### src/rtl/id_ex_stage_reg.sv
// ID/EX pipeline register with load-use bubble insertion, external stall and branch flush.
// Define WB_BYPASS_EN to forward same-cycle write-back data into the latched operands.
module id_ex_stage_reg #(
  parameter int CTRL_W    = 8,
  parameter int BUB_CNT_W = 16
) (
  input  logic                 clk_i,
  input  logic                 rst_i,
  input  logic                 stall_i,
  input  logic                 flush_i,
  input  logic [4:0]           rs_addr_i,
  input  logic [4:0]           rt_addr_i,
  input  logic [4:0]           rd_addr_i,
  input  logic                 use_rs_i,
  input  logic                 use_rt_i,
  input  logic [31:0]          rs_data_i,
  input  logic [31:0]          rt_data_i,
  input  logic [31:0]          imm_i,
  input  logic                 mem_read_i,
  input  logic                 reg_write_i,
  input  logic [CTRL_W-1:0]    ctrl_i,
  input  logic [4:0]           wb_addr_i,
  input  logic [31:0]          wb_data_i,
  input  logic                 wb_we_i,
  output logic                 ex_valid_o,
  output logic [4:0]           ex_rs_addr_o,
  output logic [4:0]           ex_rt_addr_o,
  output logic [4:0]           ex_rd_addr_o,
  output logic [31:0]          ex_rs_data_o,
  output logic [31:0]          ex_rt_data_o,
  output logic [31:0]          ex_imm_o,
  output logic                 ex_mem_read_o,
  output logic                 ex_reg_write_o,
  output logic [CTRL_W-1:0]    ex_ctrl_o,
  output logic                 hazard_stall_o,
  output logic                 front_hold_o,
  output logic [BUB_CNT_W-1:0] bubble_cnt_o
);

  localparam logic [BUB_CNT_W-1:0] CNT_ONE = BUB_CNT_W'(1);

  logic                 hazard;
  logic                 bubble;
  logic [31:0]          rsOperand;
  logic [31:0]          rtOperand;
  logic [BUB_CNT_W-1:0] bubbleCntNext;

  // A load in EX whose destination (rt) is read by the ID instruction cannot be forwarded in time.
  always_comb begin
    hazard = ex_valid_o & ex_mem_read_o & (ex_rt_addr_o != 5'd0)
           & ((use_rs_i & (rs_addr_i == ex_rt_addr_o))
            | (use_rt_i & (rt_addr_i == ex_rt_addr_o)));
  end

  assign hazard_stall_o = hazard & ~flush_i;
  assign front_hold_o   = hazard_stall_o | stall_i;
  assign bubble         = flush_i | hazard;
  assign bubbleCntNext  = (&bubble_cnt_o) ? bubble_cnt_o : bubble_cnt_o + CNT_ONE;

  always_comb begin
    rsOperand = rs_data_i;
    rtOperand = rt_data_i;
`ifdef WB_BYPASS_EN
    if (wb_we_i && (wb_addr_i != 5'd0) && (wb_addr_i == rs_addr_i)) rsOperand = wb_data_i;
    if (wb_we_i && (wb_addr_i != 5'd0) && (wb_addr_i == rt_addr_i)) rtOperand = wb_data_i;
`endif
    // $0 reads as zero whatever the register file presents.
    if (rs_addr_i == 5'd0) rsOperand = '0;
    if (rt_addr_i == 5'd0) rtOperand = '0;
  end

`ifndef WB_BYPASS_EN
  logic unusedWb;
  assign unusedWb = ^{wb_addr_i, wb_data_i, wb_we_i};
`endif

  always_ff @(posedge clk_i) begin
    if (!rst_i) begin
      ex_valid_o     <= 1'b0;
      ex_rs_addr_o   <= '0;
      ex_rt_addr_o   <= '0;
      ex_rd_addr_o   <= '0;
      ex_rs_data_o   <= '0;
      ex_rt_data_o   <= '0;
      ex_imm_o       <= '0;
      ex_mem_read_o  <= 1'b0;
      ex_reg_write_o <= 1'b0;
      ex_ctrl_o      <= '0;
      bubble_cnt_o   <= '0;
    end else if (stall_i) begin
      ex_valid_o <= ex_valid_o;
    end else if (bubble) begin
      ex_valid_o     <= 1'b0;
      ex_rs_addr_o   <= '0;
      ex_rt_addr_o   <= '0;
      ex_rd_addr_o   <= '0;
      ex_rs_data_o   <= '0;
      ex_rt_data_o   <= '0;
      ex_imm_o       <= '0;
      ex_mem_read_o  <= 1'b0;
      ex_reg_write_o <= 1'b0;
      ex_ctrl_o      <= '0;
      bubble_cnt_o   <= bubbleCntNext;
    end else begin
      ex_valid_o     <= 1'b1;
      ex_rs_addr_o   <= rs_addr_i;
      ex_rt_addr_o   <= rt_addr_i;
      ex_rd_addr_o   <= rd_addr_i;
      ex_rs_data_o   <= rsOperand;
      ex_rt_data_o   <= rtOperand;
      ex_imm_o       <= imm_i;
      ex_mem_read_o  <= mem_read_i;
      ex_reg_write_o <= reg_write_i;
      ex_ctrl_o      <= ctrl_i;
    end
  end

endmodule

### config.mk
export PLATFORM = sky130hd
export DESIGN_NAME = id_ex_stage_reg
export DESIGN_NICKNAME = d
export VERILOG_FILES = /design/src/rtl/id_ex_stage_reg.sv
export SDC_FILE = /design/constraint.sdc
export NUM_CORES = 1
export LEC_CHECK = 0
export ABC_AREA = 1
export BUFFER_PORTS_ARGS = -buffer_cell sky130_fd_sc_hd__buf_2
export CELL_PAD_IN_SITES_DETAIL_PLACEMENT = 1
export CELL_PAD_IN_SITES_GLOBAL_PLACEMENT = 1
export CORE_AREA = 3 3 138 140
export CTS_BUF_LIST = sky130_fd_sc_hd__clkbuf_2 sky130_fd_sc_hd__clkbuf_4 sky130_fd_sc_hd__clkbuf_8
export DETAILED_ROUTE_END_ITERATION = 10
export DIE_AREA = 0 0 141 143
export GPL_ROUTABILITY_DRIVEN = 1
export HOLD_SLACK_MARGIN = 0.15
export PLACE_DENSITY = 0.89
export SLEW_MARGIN = 25
export SYNTH_ARGS = -nofsm -noshare
export SYNTH_HDL_FRONTEND = slang
export SYNTH_SLANG_ARGS = --single-unit
### constraint.sdc
create_clock -name clk_i -period 4.46 [get_ports clk_i]
set_input_delay 0 -clock clk_i [delete_from_list [all_inputs] [get_ports clk_i]]
set_output_delay 0 -clock clk_i [all_outputs]
set_load 0.05 [all_outputs]
==> flow_summary.toml <==
[timing]
finalCritPeriodShare_pct = 68.14
setup_tns_ns = 0
period_needed_ns = 3.039
setup-violations-final = 0
whs_ns = 0.3151
finClkSkew_ns = 0.01170
fmaxAchievable_mhz = 329.1
slew_viol_final = 0
grt_setup_unrepaired = "false"
worstMarginPinSlew_ns = 0.9978
final-hold-violation-count = 0
worst_slack_ns = 1.421
slew-limit-headroom_pct = 33.48

[synthesis]
netlist.area_leader.share_pct = 44.11
ys_seq_area_share_pct = 44.11
syn_avg_cell_area_um2 = 6.952
netlist_area_um2 = 6264
synth_area_leaders = "dfxtp_1, nand2_1, nand4_1"
syn_inst = 901
synth_seq_cells = 138
yosysTopAreaCell = "dfxtp_1"
yosys_warnings = 0
syn_nets = 1067
synth.distinct_cells = 20

[finish]
fin_cells = 1527
utilization_pct = 54.23
final_net_count = 1446
fillCellCount = 2286
regArea_um2 = 2763
drive_above_1_share_pct = 24.44
multi_input_area_um2 = 2776
layout-area-overhead-vs-synth_pct = 55.53
design_area_um2 = 9742

[drt]
drc = 0
wl_per_cell_um = 19.35
drt_iter0_drc = 344
drt_first_pass_iters = 4
wl_um = 29550
detail_route.vias_per_cell = 5.258
drtAntennaViolNets = 0
vias = 8029

[placed_design]
dp_cells = 1326
dp_slack_ns = 1.966
placed_area_um2 = 7572
routabilityCongestion = 0.7542
port_buffers = 266
dp_hpwl_um = 14570

[floorplanning]
pin_count = 305
start_util_pct = 34.87
die_y_um = 143
die_x_um = 141
dieArea_um2 = 20160
placementRows = 49
core-area_um2 = 17960

[worst_setup_path]
path_max_fanout = 74
worstSetupStartpointType = "flop"
cp.required_ns = 4.84
endpoint_kind = "flop"
worst-setup-path-type = "reg2reg"
critPathArrivalTime_ns = 3.42

[grt]
antenna_found_initial = 5
grt_pass1_wl_um = 45730
grt_max_degree = 93
first_global_vias = 8613
overflow = 0
grt_usage_pct = 28.37

[clock_network]
cts_buffers = 17
clockBufferDepth = 2
tritoncts = "built"
path_clk_slew_ns = 0.08
clock_latency_ns = 0.45
cts_setup_buffers = 0
cts_max_level = 4
cts_sinks = 138
cts_resized = 0
root_buffer = "clkbuf_8"

[pwr]
leakage_nw = 4.838
vdd_drop_max_mv = 0.1782
power_density_nw_per_um2 = 333.1
power.total_mw = 3.245

[job]
maxCapViolations = 0

[min_path]
min_path_type = "in2reg"

[status]
status = "complete, no violations"
## where the power goes
part	leakage [nW]	internal, mW	switching, mW
Sequential	1.12	1.27	0.0280
Clock	0.246	0.798	0.548
Combinational	3.47	0.214	0.382
## cell usage after synthesis
| master | count |
|---|---|
| clkbuf_1 | 43 |
| o21ai_1 | 1 |
| nor3b_1 | 1 |
| ha_1 | 1 |
| buf_2 | 15 |
| nand2_1 | 253 |
| nor3_1 | 6 |
| nor2_2 | 2 |
| inv_1 | 87 |
| buf_6 | 7 |
| inv_2 | 5 |
| clkinv_1 | 2 |
| a21oi_1 | 138 |
| nor2_1 | 39 |
| dfxtp_1 | 138 |
| nand3_1 | 26 |
| nand4_1 | 123 |
| buf_4 | 3 |
| nand2_4 | 2 |
| buf_1 | 9 |
## final timing paths
path | start | end | slack, ns | depth (start not counted)
max reg2reg | ex_rt_addr_o[4] | ex_rs_data_o[20] | 1.42 | 10
min | stall_i | bubble_cnt_o[3] | 0.32 | 4
min reg2reg | ex_rt_data_o[14] | ex_rt_data_o[14] | 0.46 | 2
max | ex_rt_addr_o[4] | ex_rs_data_o[20] | 1.42 | 10
## cells in the final DEF, fill, tap and decap left out
cell           synthesis  final
buf_2                 15    265
nand2_1              253    253
dlygate4sd3_1          0    164
a21oi_1              138    138
dfxtp_1              138    138
nand4_1              123    123
inv_1                 87     87
nor2_1                39     39
nand3_1               26     26
clkbuf_8               0     18
buf_4                  3      8
bufinv_16              0      7
nor3_1                 6      6
diode_2                0      5
inv_2                  5      4
inv_4                  0      3
clkinv_4               0      3
clkinvlp_4             0      3
nand2_4                2      2
nor2_2                 2      2
o21ai_1                1      1
nor3b_1                1      1
ha_1                   1      1
inv_6                  0      1
## cells by family (layout without fill, tap and decap cells)
family | count (synthesis) | in the layout | synth area share, %
other cells | 0 | 5 | 0
simple gates | 452 | 452 | 33.02
compound gates | 139 | 139 | 11.11
buf+inv | 171 | 563 | 11.57
fa+ha+maj | 1 | 1 | 0.1997
flops | 138 | 138 | 44.11
## flip-flops by register name, indices dropped and copies added, names as in the netlist
name,cells
ex_imm_o,32
ex_rs_data_o,32
ex_rt_data_o,32
bubble_cnt_o,16
ex_ctrl_o,8
ex_rd_addr_o,5
ex_rs_addr_o,5
ex_rt_addr_o,5
ex_mem_read_o,1
ex_reg_write_o,1
ex_valid_o,1
## metal layers
| layer | up-vias | GRT usage (%) | share of wire [%] |
|---|---|---|---|
| met4 | 2 | 14.07 | 4.3 |
| met2 | 312 | 51.26 | 52 |
| li1 | 3747 | - | - |
| met1 | 3879 | 31.53 | 39 |
| met5 | - | 0 | 0.030 |
| met3 | 89 | 6.196 | 5.1 |
## cell type report
type                       count  area share [%]
timing repair buffer         437           31.08
multi-input combinational    592           28.50
sequential                   138           28.36
inverter                      94           3.699
tap                          229           2.941
clock inverter                14           2.749
clock buffer                  18           2.543
antenna                        5          0.1284
## critical path, cell delays in order, from the launching register on
cell	delay (ns)
dfxtp_1	0.46
nand2_1	0.08
nand2_1	0.07
nor2_1	0.04
nand3_1	0.06
nand2_1	0.09
nand2_4	0.60
buf_4	0.62
nand4_1	0.17
a21oi_1	0.19
dlygate4sd3_1	0.59
## timing repair
item	4_1_cts	5_1_grt
hold buffers	164	0
setup endpoints to repair	0	0
endpoints found under the hold margin	137	0
(Power assumes the default switching activity.)
